**src/rtl/debounce_pkg.sv**
```systemverilog
// ---------------------------------------------------------------------------
// debounce_pkg
// Shared types and constants for the multi-channel push-button conditioner.
//   db_state_t  : per-channel debounce FSM state
//   SYNC_STAGES : depth of the input synchroniser
//   maxInt      : elaboration-time helper used to size the shared counters
// ---------------------------------------------------------------------------
package debounce_pkg;

   typedef enum logic [1:0] {
      RELEASED    = 2'd0,
      PRESS_CHK   = 2'd1,
      HELD        = 2'd2,
      RELEASE_CHK = 2'd3
   } db_state_t;

   localparam int SYNC_STAGES = 2;

   function automatic int maxInt(input int a, input int b);
      return (a > b) ? a : b;
   endfunction

endpackage

```
**src/rtl/debounce_channel.sv**
```systemverilog
// ---------------------------------------------------------------------------
// debounce_channel
// One push-button lane: synchroniser, stable-count debouncer, optional
// auto-repeat and the sticky pending/overrun event flags.
// Ports:
//   clock            : single clock, posedge
//   reset            : synchronous, active-high
//   buttonNotPressed : raw asynchronous button, 0 = pressed
//   acknowledge      : clears pending and overrun (level-sampled)
//   debounce         : debounced pressed level, 1 = pressed
//   press_pulse      : one-cycle strobe per press or repeat
//   pending          : sticky event flag
//   overrun          : sticky flag, event arrived while pending was set
// ---------------------------------------------------------------------------
module debounce_channel
   import debounce_pkg::*;
#(
   parameter int STABLE_CYCLES = 50000,
   parameter int REPEAT_CYCLES = 0,
   parameter int CNT_W         = 16
) (
   input  logic clock,
   input  logic reset,
   input  logic buttonNotPressed,
   input  logic acknowledge,
   output logic debounce,
   output logic press_pulse,
   output logic pending,
   output logic overrun
);

   localparam logic [CNT_W-1:0] STABLE_LAST = CNT_W'(STABLE_CYCLES - 1);
   localparam int               REP_LAST_I  = (REPEAT_CYCLES > 0) ? REPEAT_CYCLES - 1 : 0;
   localparam logic [CNT_W-1:0] REPEAT_LAST = CNT_W'(REP_LAST_I);
   localparam logic [CNT_W-1:0] CNT_ONE     = CNT_W'(1);

   logic [SYNC_STAGES-1:0] syncFf;
   logic                   sync;
   db_state_t              state;
   db_state_t              stateNext;
   logic [CNT_W-1:0]       cnt;
   logic [CNT_W-1:0]       cntNext;
   logic [CNT_W-1:0]       rcnt;
   logic [CNT_W-1:0]       rcntNext;
   logic                   pressHit;
   logic                   releaseHit;
   logic                   repeatTick;
   logic                   eventHit;

   // Synchroniser stores the inverted (active-high) button so that reset
   // leaves it at the released value without any extra inversion later.
   always_ff @(posedge clock) begin
      if (reset) begin
         syncFf <= '0;
      end else begin
         syncFf <= {syncFf[SYNC_STAGES-2:0], ~buttonNotPressed};
      end
   end

   assign sync = syncFf[SYNC_STAGES-1];

   // State register together with the stability and repeat counters.
   always_ff @(posedge clock) begin
      if (reset) begin
         state <= RELEASED;
         cnt   <= '0;
         rcnt  <= '0;
      end else begin
         state <= stateNext;
         cnt   <= cntNext;
         rcnt  <= rcntNext;
      end
   end

   // Next-state logic: a check state counts consecutive cycles that the
   // synchronised input disagrees with the debounced level, and any agreement
   // drops back to the stable state. Every transition clears the counter.
   always_comb begin
      stateNext  = state;
      cntNext    = cnt;
      pressHit   = 1'b0;
      releaseHit = 1'b0;
      case (state)
         RELEASED: begin
            if (sync) begin
               stateNext = PRESS_CHK;
               cntNext   = CNT_ONE;
            end
         end
         PRESS_CHK: begin
            if (!sync) begin
               stateNext = RELEASED;
               cntNext   = '0;
            end else if (cnt == STABLE_LAST) begin
               stateNext = HELD;
               cntNext   = '0;
               pressHit  = 1'b1;
            end else begin
               cntNext = cnt + CNT_ONE;
            end
         end
         HELD: begin
            if (!sync) begin
               stateNext = RELEASE_CHK;
               cntNext   = CNT_ONE;
            end
         end
         RELEASE_CHK: begin
            if (sync) begin
               stateNext = HELD;
               cntNext   = '0;
            end else if (cnt == STABLE_LAST) begin
               stateNext  = RELEASED;
               cntNext    = '0;
               releaseHit = 1'b1;
            end else begin
               cntNext = cnt + CNT_ONE;
            end
         end
         default: begin
            stateNext = RELEASED;
            cntNext   = '0;
         end
      endcase
   end

   // Auto-repeat runs while the debounced level is high. The edge that
   // completes a release never ticks, so releasing yields no event.
   always_comb begin
      repeatTick = 1'b0;
      rcntNext   = '0;
      if ((REPEAT_CYCLES > 0) && !releaseHit &&
          ((state == HELD) || (state == RELEASE_CHK))) begin
         if (rcnt == REPEAT_LAST) begin
            repeatTick = 1'b1;
         end else begin
            rcntNext = rcnt + CNT_ONE;
         end
      end
   end

   assign eventHit = pressHit | repeatTick;

   // Output decode: the debounced level is high in both held-side states.
   always_comb begin
      debounce = (state == HELD) || (state == RELEASE_CHK);
   end

   // Event flags: a new event always sets pending, even when acknowledged on
   // the same edge; overrun only latches when nobody is acknowledging.
   always_ff @(posedge clock) begin
      if (reset) begin
         press_pulse <= 1'b0;
         pending     <= 1'b0;
         overrun     <= 1'b0;
      end else begin
         press_pulse <= eventHit;
         if (eventHit) begin
            pending <= 1'b1;
            if (pending && !acknowledge) begin
               overrun <= 1'b1;
            end
         end else if (acknowledge) begin
            pending <= 1'b0;
            overrun <= 1'b0;
         end
      end
   end

endmodule

```
**src/rtl/debounce_array.sv**
```systemverilog
// ---------------------------------------------------------------------------
// debounce_array
// Parametrised multi-channel push-button conditioner; one independent
// debounce_channel per button.
// Ports (all CHANNELS wide except clock/reset):
//   clock, reset     : single clock, synchronous active-high reset
//   buttonNotPressed : raw active-low buttons
//   acknowledge      : per-channel clear of pending/overrun
//   debounce         : debounced pressed levels
//   press_pulse      : per-channel press/repeat strobes
//   pending          : sticky event flags
//   overrun          : sticky overrun flags
// ---------------------------------------------------------------------------
module debounce_array
   import debounce_pkg::*;
#(
   parameter int CHANNELS      = 4,
   parameter int STABLE_CYCLES = 50000,
   parameter int REPEAT_CYCLES = 0
) (
   input  logic                clock,
   input  logic                reset,
   input  logic [CHANNELS-1:0] buttonNotPressed,
   input  logic [CHANNELS-1:0] acknowledge,
   output logic [CHANNELS-1:0] debounce,
   output logic [CHANNELS-1:0] press_pulse,
   output logic [CHANNELS-1:0] pending,
   output logic [CHANNELS-1:0] overrun
);

   // Both counters share one width, large enough for the longer period.
   localparam int CNT_W = $clog2(maxInt(STABLE_CYCLES, REPEAT_CYCLES) + 1);

   for (genvar g = 0; g < CHANNELS; g++) begin : gChannel
      debounce_channel #(
         .STABLE_CYCLES (STABLE_CYCLES),
         .REPEAT_CYCLES (REPEAT_CYCLES),
         .CNT_W         (CNT_W)
      ) uChannel (
         .clock            (clock),
         .reset            (reset),
         .buttonNotPressed (buttonNotPressed[g]),
         .acknowledge      (acknowledge[g]),
         .debounce         (debounce[g]),
         .press_pulse      (press_pulse[g]),
         .pending          (pending[g]),
         .overrun          (overrun[g])
      );
   end

endmodule

```
**config.mk**
```make
export PLATFORM = sky130hd
export DESIGN_NAME = debounce_array
export DESIGN_NICKNAME = d
export VERILOG_FILES = /design/src/rtl/debounce_pkg.sv /design/src/rtl/debounce_channel.sv /design/src/rtl/debounce_array.sv
export SDC_FILE = /design/constraint.sdc
export NUM_CORES = 1
export LEC_CHECK = 0
export BUFFER_PORTS_ARGS = -buffer_cell sky130_fd_sc_hd__buf_2
export CORE_ASPECT_RATIO = 1.2
export CORE_MARGIN = 4
export CORE_UTILIZATION = 50
export DETAILED_ROUTE_END_ITERATION = 12
export PLACE_DENSITY = 0.73
export SYNTH_ARGS = -nofsm -noshare
export SYNTH_HDL_FRONTEND = slang
export SYNTH_HIERARCHICAL = 1
export SYNTH_SLANG_ARGS = --single-unit
```
**constraint.sdc**
```tcl
create_clock -name clock -period 3.1 [get_ports clock]
set_clock_uncertainty 0.2 [all_clocks]
set_input_delay 0.465 -clock clock [delete_from_list [all_inputs] [get_ports clock]]
set_output_delay 0.465 -clock clock [all_outputs]
set_load 0.1 [all_outputs]
```
==> results of run 1 <==
[final timing paths]
kind | from | end | slack [ns] | cells past startpoint
max | gChannel[0].uChannel/cnt[0] | gChannel[0].uChannel/cnt[11] | 0.85 | 7
min | buttonNotPressed[3] | gChannel[3].uChannel/syncFf[0] | 0.04 | 2
max reg2reg | gChannel[0].uChannel/cnt[0] | gChannel[0].uChannel/cnt[11] | 0.85 | 7
min reg2reg | gChannel[2].uChannel/syncFf[0] | gChannel[2].uChannel/syncFf[1] | 0.24 | 1
[cell type report]
cell class              instances  share of cell area
clock inverters                 1             0.00155
clock buffers                  15              0.0323
inverters                      20              0.0155
multi-input cells             400               0.508
flip-flops and latches         92               0.380
repair buffers                 29              0.0320
well taps                     117              0.0302
[routing by layer]
metal	global-route usage	share of wire
met2	0.290	0.48
met5	0	0
met3	0.0288	0.036
met4	0.0876	0.021
met1	0.235	0.46
[flip-flops by register name (all words and copies together), names as in the netlist, named ones only]
signal                         flops
gChannel.uChannel/state            4
gChannel.uChannel/pending          4
gChannel.uChannel/press_pulse      4
gChannel.uChannel/syncFf           8
gChannel.uChannel/cnt             64
gChannel.uChannel/overrun          4
[through the flow]
step | power [W] | util | hold slack (ns) | worst slack, ns | instances
floorplan | 0.00133 | - | 0.214 | 0.923 | 538
detailed placement | 0.00136 | 0.538 | 0.228 | 0.865 | 658
finish | 0.00203 | 0.556 | 0.0437 | 0.854 | 674
global placement | 0.00136 | 0.538 | 0.217 | 0.920 | 658
CTS | 0.00206 | 0.556 | 0.0273 | 0.857 | 674
global route | 0.00213 | 0.556 | 0.0283 | 0.671 | 674
[cells in the mapped netlist (2+ instances only)]
library cell,instances
or3_2,4
a21o_1,7
and4b_1,3
nor4_4,2
a22oi_1,4
clkbuf_1,12
nor4b_1,5
and2_1,2
nand2_1,52
buf_6,8
and4bb_4,2
or3_1,12
nand4b_1,4
a21oi_1,37
dfxtp_1,92
nor3_2,3
and3_1,7
nor3_1,16
o21ai_2,3
mux2i_1,8
nand3_1,18
or3_4,2
and4_1,5
nand2_4,2
a31oi_1,21
o21ba_1,2
nor2b_1,6
nor2_1,48
nor4_1,6
o22ai_1,4
and3b_1,2
a22o_1,3
a41oi_1,3
ha_1,4
inv_1,20
a211oi_1,3
nand2b_1,6
o21ai_0,34
xor2_1,11
buf_2,5
nand4_1,21
nor3b_1,9
[where the power goes]
group	internal (W)	total, W	switching [W]
clock	0.000316	0.000701	0.000385
sequential	0.00120	0.00122	0.0000196
combinational	0.0000409	0.000112	0.0000714
[cell families (layout without fill, tap and decap cells)]
logic type	count (synthesis)	after routing
simple gates	245	245
compound gates	130	130
fa+ha+maj	4	4
buf+inv	46	65
flops	92	92
mux	8	8
xor+xnor	13	13
==> results.txt, run 1 <==
Rel. slew slack -> 0.482
hpwl dp -> 6350 µm
mapped cell area -> 0.00454 mm²
yosys warns -> 6
Worst setup EP type -> flop
Reg clk slew, reported paths -> 0.08 ns
CP required -> 3.16 ns
Register Area -> 0.00184 mm²
Cells after Synth -> 538
vias per cell -> 5.75
routability cong. -> 0.941
Fillers -> 857
DR pass1 iterations -> 5
CORE AREA -> 0.00870 mm²
simple-gate share of the synthesized area -> 0.312
root buffer cell -> clkbuf_8
All-Layer GR Usage -> 0.181
Worst EP arrival -> 2.31 ns
Core Rows -> 37
most used cell, CP -> a21o_1
Crit Path Max Fanout -> 18
Leakage Power -> 1.81 nW
Ports -> 26
Final #Nets -> 566
Via Count -> 3873
area of the die -> 0.0107 mm²
Synth Area in Compound Gates -> 0.174
Slowest-stage cell, CP -> nor4_4
Final Cycle Share -> 0.725
Skew-Pair Late Insertion Delay -> 0.37 ns
initial DRC count -> 155
chip height -> 112 µm
share of layout cells above drive strength 1 -> 0.120
Die X -> 95.0 µm
Adder-Cell Fraction of Synth Area -> 0.0110
Synth cell types -> 62
Tmin final -> 2.25 ns
Detail Route Antenna Nets -> 0
routed len/inst -> 13.4 µm
kind of cell adding the most delay to the critical path -> simple AND/OR/NAND/NOR gates
DRT Wirelength -> 9000 µm
Initial Util -> 0.522
synthesized area per cell -> 8.45 µm²
type of the worst setup path -> reg -> reg
clk sinks -> 92
first-pass GRT wire length -> 15800 µm
Synth Area in XOR/XNOR -> 0.0267
vias in the first global route -> 3453
# setup viols final -> 0
largest net degree at the start of global routing -> 42
ant diodes -> 0
HP Class -> in -> reg
status -> finished, final reports clean
part of the Yosys area used for sequential elements -> 0.405
Slew Viols, Final -> 0
initial antenna violation count -> 0
most common cell after layout, fill and taps aside -> dfxtp_1
mux cell area share after synthesis -> 0.0176
critical path's largest stage delay -> 0.43 ns
TritonCTS clock tree -> yes
Worst setup SP type -> flop
actual slew at the worst max-slew pin -> 0.777 ns
FMAX -> 445 MHz
commonest non-fill, non-tap cells in the layout -> 92 x dfxtp_1, 52 x nand2_1, 48 x nor2_1, 37 x a21oi_1, 34 x o21ai_0
Top FF cell, synth -> dfxtp_1
number of enable flip-flop cells after synthesis -> 0
PostCTS Resize Cnt -> 0
total CTS buffers -> 9
Async S/R FF share, synth -> 0
CP Buf/Inv Count -> 1
hold-fix buffers at CTS -> 0
Max Buffers Root-to-Sink -> 2
area of the multi-input gates -> 0.00246 mm²
input/output buffers -> 25
pwr dens -> 419 mW/mm²
largest cells by area after synthesis -> dfxtp_1 41%, nand2_1 4.3%, a21oi_1 4.1%, nor2_1 4.0%, o21ai_0 3.7%
Yosys reg bits -> 92
crit-path cells -> ha_1, nand3_1, nor4_4, nor3_2, buf_4, a21o_1, a21o_1
postcts setup bufs -> 0
largest family of logic cells by synthesized area -> simple AND/OR/NAND/NOR gates
Residual DRC -> 0
Overflow after GRT -> 0
Worst VDD drop -> 0.299 mV
final instance area -> 0.00484 mm²
syn_nets -> 552
area grow syn2layout -> 6.55%
area post-placement -> 0.00468 mm²
Yosys top cell area share -> 0.405
Fin. Hold Viols -> 0
cell taking the most area after synthesis -> dfxtp_1
max_cap viols -> 0
Fin Setup TNS -> 0 ns
CTS H-tree depth -> 3
unrepaired setup endpoints after global routing -> no
(Power assumes the default switching activity.)
==> inputs of run 2 (changes only) <==
Clock period 3.1 ns to 2.1 ns, I/O delays scaled along.
==> results.txt, run 2 (same netlist as run 1, synthesis figures left out) <==
ant diodes -> 0 (unchanged)
sw power -> 0.000793 W (+67%)
input/output buffers -> 25 (unchanged)
unrepaired setup endpoints after global routing -> yes
Leakage Power -> 2.11 nW (+17%)
Fin Setup TNS -> 0 ns (unchanged)
hold_sp -> acknowledge[0]
Finished Layout Cells -> 725 (+7.6%)
placed insts -> 695 (+5.6%)
vias per cell -> 5.69 (-0.99%)
root buffer cell -> clkbuf_8
combinational power share -> 0.063 (+0.008)
pwr dens -> 613 mW/mm² (+46%)
vias in the first global route -> 3958 (+15%)
Tmin final -> 2.08 ns (-0.168 ns)
CORE AREA -> 0.00870 mm² (unchanged)
actual slew at the worst max-slew pin -> 0.559 ns (-0.218 ns)
Overflow after GRT -> 0 (unchanged)
CTS H-tree depth -> 3 (unchanged)
Slew Viols, Final -> 0 (unchanged)
TritonCTS clock tree -> yes
largest net degree at the start of global routing -> 26 (-38%)
HP Class -> in -> reg
initial DRC count -> 187 (+21%)
Die X -> 95.0 µm (unchanged)
Worst setup SP type -> flop
Fin. Hold Viols -> 0 (unchanged)
area grow syn2layout -> 19.1%
Worst setup EP type -> flop
Via Count -> 4125 (+6.5%)
status -> finished, final reports clean
Worst Setup SP -> gChannel[2].uChannel/cnt[1]
Skew-Pair Late Insertion Delay -> 0.37 ns (about the same)
DR pass1 iterations -> 5 (unchanged)
Ports -> 26 (unchanged)
Worst EP arrival -> 2.19 ns (-0.12 ns)
type of the worst setup path -> reg -> reg
Detail Route Antenna Nets -> 0 (unchanged)
Largest Register -> gChannel.uChannel/cnt
All-Layer GR Usage -> 0.195 (+0.0145)
chip height -> 112 µm (unchanged)
Residual DRC -> 0 (unchanged)
Net Sw Frac -> 0.239 (+0.00459)
clock share of power -> 0.395 (+0.050)
share of layout cells above drive strength 1 -> 0.227 (+0.107)
total CTS buffers -> 9 (unchanged)
Reg clk slew, reported paths -> 0.09 ns (about the same)
FMAX -> 481 MHz (+8.1%)
first-pass GRT wire length -> 17100 µm (+8.3%)
Worst VDD drop -> 0.393 mV (+32%)
worst r2r src -> gChannel[2].uChannel/cnt[1]
Max Buffers Root-to-Sink -> 2 (unchanged)
clk sinks -> 92 (unchanged)
initial antenna violation count -> 0 (unchanged)
DRT Wirelength -> 10100 µm (+13%)
Int Power -> 0.00252 W (+62%)
CP required -> 2.21 ns (-0.95 ns)
# setup viols final -> 0 (unchanged)
Core Rows -> 37 (unchanged)
routability cong. -> 0.875 (-7.0%)
hpwl dp -> 7070 µm (+11%)
routed len/inst -> 14.0 µm (+4.8%)
Rel. slew slack -> 0.625 (+0.143)
max_cap viols -> 0 (unchanged)
Final Cycle Share -> 0.990 (+0.265)
Final #Nets -> 618 (+9.2%)
most common cell after layout, fill and taps aside -> dfxtp_1
Initial Util -> 0.522 (unchanged)
biggest regs -> gChannel.uChannel/cnt: 64 flops, gChannel.uChannel/syncFf: 8 flops
Crit Path Max Fanout -> 4 (-14)
max FFs per register -> 64 (unchanged)
Seq pwr share -> 0.542 (-0.058)
area of the die -> 0.0107 mm² (unchanged)
commonest non-fill, non-tap cells in the layout -> 88 x dfxtp_1, 52 x nand2_1, 48 x nor2_1, 48 x buf_4, 37 x a21oi_1
-- run 2: changes by cell type in the layout (fill, tap and decap cells not counted), sizes merged --
cell,delta
dlygate4sd3,+4
bufinv,+2
clkinv,+1
clkbuf,-5
buf,+47
clkinvlp,+1
inv,+1
-- run 2: area by class of cell --
cell class | instances | area, µm²
fill | 768 | 3290
tap | 117 | 146
timing repair buffer | 81 | 582
inverter | 20 | 75.1
clock buffer | 9 | 124
clock inverter | 6 | 88.8
multi-input combinational | 400 | 2540
sequential | 92 | 1850
-- run 2: power groups by stage --
stage                     Sequential, W  Combinational [W]  Clock [W]
after floorplan                 0.00182           0.000140          0
after global placement          0.00184           0.000190          0
after detailed placement        0.00184           0.000194          0
after CTS                       0.00180           0.000201    0.00134
after global routing            0.00180           0.000234    0.00141
final                           0.00180           0.000210    0.00131
-- run 2: through the flow --
stage	utilization	area [µm²]	setup slack, ns	hold slack (ns)	total power [W]
floorplan	-	4550	0.00221	0.187	0.00196
global placement	0.573	4990	0.0385	0.217	0.00203
global route	0.622	5410	-0.0379	0.0359	0.00344
finish	0.622	5410	0.0218	0.0275	0.00332
CTS	0.604	5260	-0.0275	0.0168	0.00334
detailed placement	0.573	4990	-0.0390	0.227	0.00203
-- run 2: repair_timing --
action / 4_1_cts / 5_1_grt
hold buffers: 4 / 0
resized for setup: 3 / 29
endpoints found under the setup margin: 5 / 20
pin swaps: 3 / 8
endpoints found under the hold margin: 4 / 0
setup buffers: 1 / 10
-- run 2: final timing paths --
check	to	slack, ns	depth (start not counted)
worst max-delay path	gChannel[2].uChannel/cnt[15]	0.02	7
worst min-delay path	gChannel[0].uChannel/overrun	0.03	3
worst max register to register	gChannel[2].uChannel/cnt[15]	0.02	7
worst min register to register	gChannel[1].uChannel/syncFf[1]	0.25	1
-- run 2: metal layers --
| layer | vias to the layer above | track usage | part of all wire |
|---|---|---|---|
| met3 | 12 | 0.0335 | 0.034 |
| met5 | - | 0 | 0 |
| met4 | 0 | 0.0828 | 0.014 |
| met1 | 1937 | 0.233 | 0.44 |
| li1 | 2092 | - | - |
| met2 | 84 | 0.341 | 0.51 |
-- run 2: critical path, cell delays in order (launching register included) --
cell	delay [ns]
dfxtp_4	0.37
ha_4	0.16
and4b_1	0.18
and4_4	0.17
or3_4	0.38
buf_6	0.14
or3_4	0.36
o21ai_2	0.06
==> inputs of run 3 (changes only) <==
Settings changed: CORE_MARGIN 4 to 10.
==> results.txt, run 3 (same netlist as run 1, synthesis figures left out) <==
area grow syn2layout -> 19.3%
HP Class -> in -> reg
pwr dens -> 587 mW/mm² (-4.3%)
hpwl dp -> 7430 µm (+5.0%)
Ports -> 26 (unchanged)
largest net degree at the start of global routing -> 36 (+38%)
Skew-Pair Late Insertion Delay -> 0.37 ns (about the same)
worst r2r src -> gChannel[0].uChannel/cnt[13]
Final Power -> 0.00318 W (-4.1%)
Max Buffers Root-to-Sink -> 2 (unchanged)
unrepaired setup endpoints after global routing -> yes
first-pass GRT wire length -> 17500 µm (+2.4%)
Overflow after GRT -> 0 (unchanged)
share of layout cells above drive strength 1 -> 0.233 (+0.00593)
sw power -> 0.000770 W (-2.9%)
type of the worst setup path -> reg -> reg
setup ws final -> -0.0267 ns (-0.0485 ns)
total CTS buffers -> 9 (unchanged)
routability cong. -> 0.918 (+5.0%)
actual slew at the worst max-slew pin -> 0.579 ns (+0.0204 ns)
Core Rows -> 38 (+2.7%)
Crit Path Max Fanout -> 5 (+1)
routed len/inst -> 14.6 µm (+4.4%)
Worst R2R End -> gChannel[0].uChannel/cnt[11]
root buffer cell -> clkbuf_8
CORE AREA -> 0.00894 mm² (+2.7%)
worst hold slack -> 0.0381 ns (+0.0107 ns)
area of the die -> 0.0133 mm² (+25%)
Detail Route Antenna Nets -> 0 (unchanged)
Worst Setup SP -> gChannel[0].uChannel/cnt[13]
Initial Util -> 0.508 (-0.0137)
vias in the first global route -> 3907 (-1.3%)
Via Count -> 4256 (+3.2%)
Die X -> 107 µm (+13%)
Worst setup SP type -> flop
commonest non-fill, non-tap cells in the layout -> 85 x dfxtp_1, 51 x nand2_1, 51 x buf_4, 48 x nor2_1, 37 x a21oi_1
CP required -> 2.16 ns (-0.05 ns)
Net Sw Frac -> 0.242 (+0.00314)
combinational power share -> 0.067 (+0.004)
# setup viols final -> 1 (+1)
Reg clk slew, reported paths -> 0.09 ns (about the same)
clock share of power -> 0.367 (-0.028)
max FFs per register -> 64 (unchanged)
TritonCTS clock tree -> yes
R2R cell count -> 6 (-1)
status -> complete, but fails checks
vias per cell -> 5.80 (+1.9%)
Worst EP arrival -> 2.19 ns (about the same)
failing checks -> setup timing
biggest regs -> gChannel.uChannel/cnt: 64 flops, gChannel.uChannel/syncFf: 8 flops
Slew Viols, Final -> 0 (unchanged)
capture point of the worst path -> gChannel[0].uChannel/cnt[11]
Residual DRC -> 0 (unchanged)
CTS H-tree depth -> 3 (unchanged)
Seq pwr share -> 0.565 (+0.023)
most common cell after layout, fill and taps aside -> dfxtp_1
ant diodes -> 0 (unchanged)
Final Cycle Share -> 1.01 (+0.0231)
All-Layer GR Usage -> 0.155 (-0.0406)
input/output buffers -> 25 (unchanged)
DRT Wirelength -> 10700 µm (+5.7%)
Final #Nets -> 623 (+0.81%)
initial DRC count -> 234 (+25%)
Rel. slew slack -> 0.611 (-0.0137)
initial antenna violation count -> 0 (unchanged)
FMAX -> 470 MHz (-2.3%)
Largest Register -> gChannel.uChannel/cnt
clk sinks -> 92 (unchanged)
Worst setup EP type -> flop
chip height -> 124 µm (+11%)
max_cap viols -> 0 (unchanged)
Tmin final -> 2.13 ns (+0.0485 ns)
r2r setup slk -> -0.03 ns (-0.05 ns)
Worst VDD drop -> 0.428 mV (+8.8%)
DR pass1 iterations -> 4 (-1)
Int Power -> 0.00241 W (-4.5%)
Fin. Hold Viols -> 0 (unchanged)
Leakage Power -> 2.12 nW (+0.80%)
==> run 3: power by group through the flow <==
| stage | sequential [W] | clock (W) | combinational [W] |
|---|---|---|---|
| 6_report | 0.00180 | 0.00117 | 0.000214 |
| 5_1_grt | 0.00180 | 0.00126 | 0.000238 |
| 4_1_cts | 0.00179 | 0.00120 | 0.000205 |
| 3_5_place_dp | 0.00184 | 0 | 0.000199 |
| 3_3_place_gp | 0.00183 | 0 | 0.000192 |
| 2_1_floorplan | 0.00182 | 0 | 0.000140 |
==> run 3: repair_timing <==
action / 4_1_cts / 5_1_grt
hold buffers: 4 / 0
cloned: 0 / 4
gates resized for setup: 2 / 23
buffers inserted: 0 / 5
endpoints found under the hold margin: 4 / 0
setup endpoints to repair: 3 / 23
pin swaps: 1 / 12
==> run 3: layout make-up <==
class / count / area [µm²]
clock buffers: 12 / 135
clock inverters: 4 / 50.0
fillers: 824 / 3520
inverters: 20 / 75.1
multi-input cells: 403 / 2570
flip-flops and latches: 92 / 1850
well taps: 120 / 150
repair buffers: 83 / 584
==> run 3: per-stage QoR <==
stage	area, µm²	utilization	worst slack [ns]	TNS, ns	instances
2_1_floorplan	4550	-	0.00221	0	538
3_3_place_gp	5040	0.564	0.0379	0	706
3_5_place_dp	5040	0.564	-0.0232	-0.0343	706
4_1_cts	5270	0.590	0.000581	0	726
5_1_grt	5420	0.606	-0.0857	-0.403	734
6_report	5420	0.606	-0.0267	-0.0267	734
==> run 3: worst min-delay path by stage <==
stage,from,end,depth (start not counted)
CTS,acknowledge[3],gChannel[3].uChannel/overrun,3
floorplan,reset,gChannel[1].uChannel/syncFf[1],1
finish,acknowledge[2],gChannel[2].uChannel/pending,4
global route,acknowledge[3],gChannel[3].uChannel/overrun,3
global placement,gChannel[0].uChannel/syncFf[0],gChannel[0].uChannel/syncFf[1],1
detailed placement,gChannel[0].uChannel/syncFf[0],gChannel[0].uChannel/syncFf[1],1
==> run 3: layer usage <==
metal	up-vias	global-route usage	share of wire
met4	0	0.0623	0.019
met2	113	0.258	0.49
met1	2022	0.187	0.44
li1	2100	-	-
met3	21	0.0326	0.050
met5	-	0	0
==> run 3: worst max-delay path, stage by stage, from the launching register on <==
cell	delay, ns
dfxtp_2	0.33
or4_4	0.54
nor4_4	0.36
buf_4	0.20
nor3_4	0.06
a21o_1	0.19
a21o_1	0.15
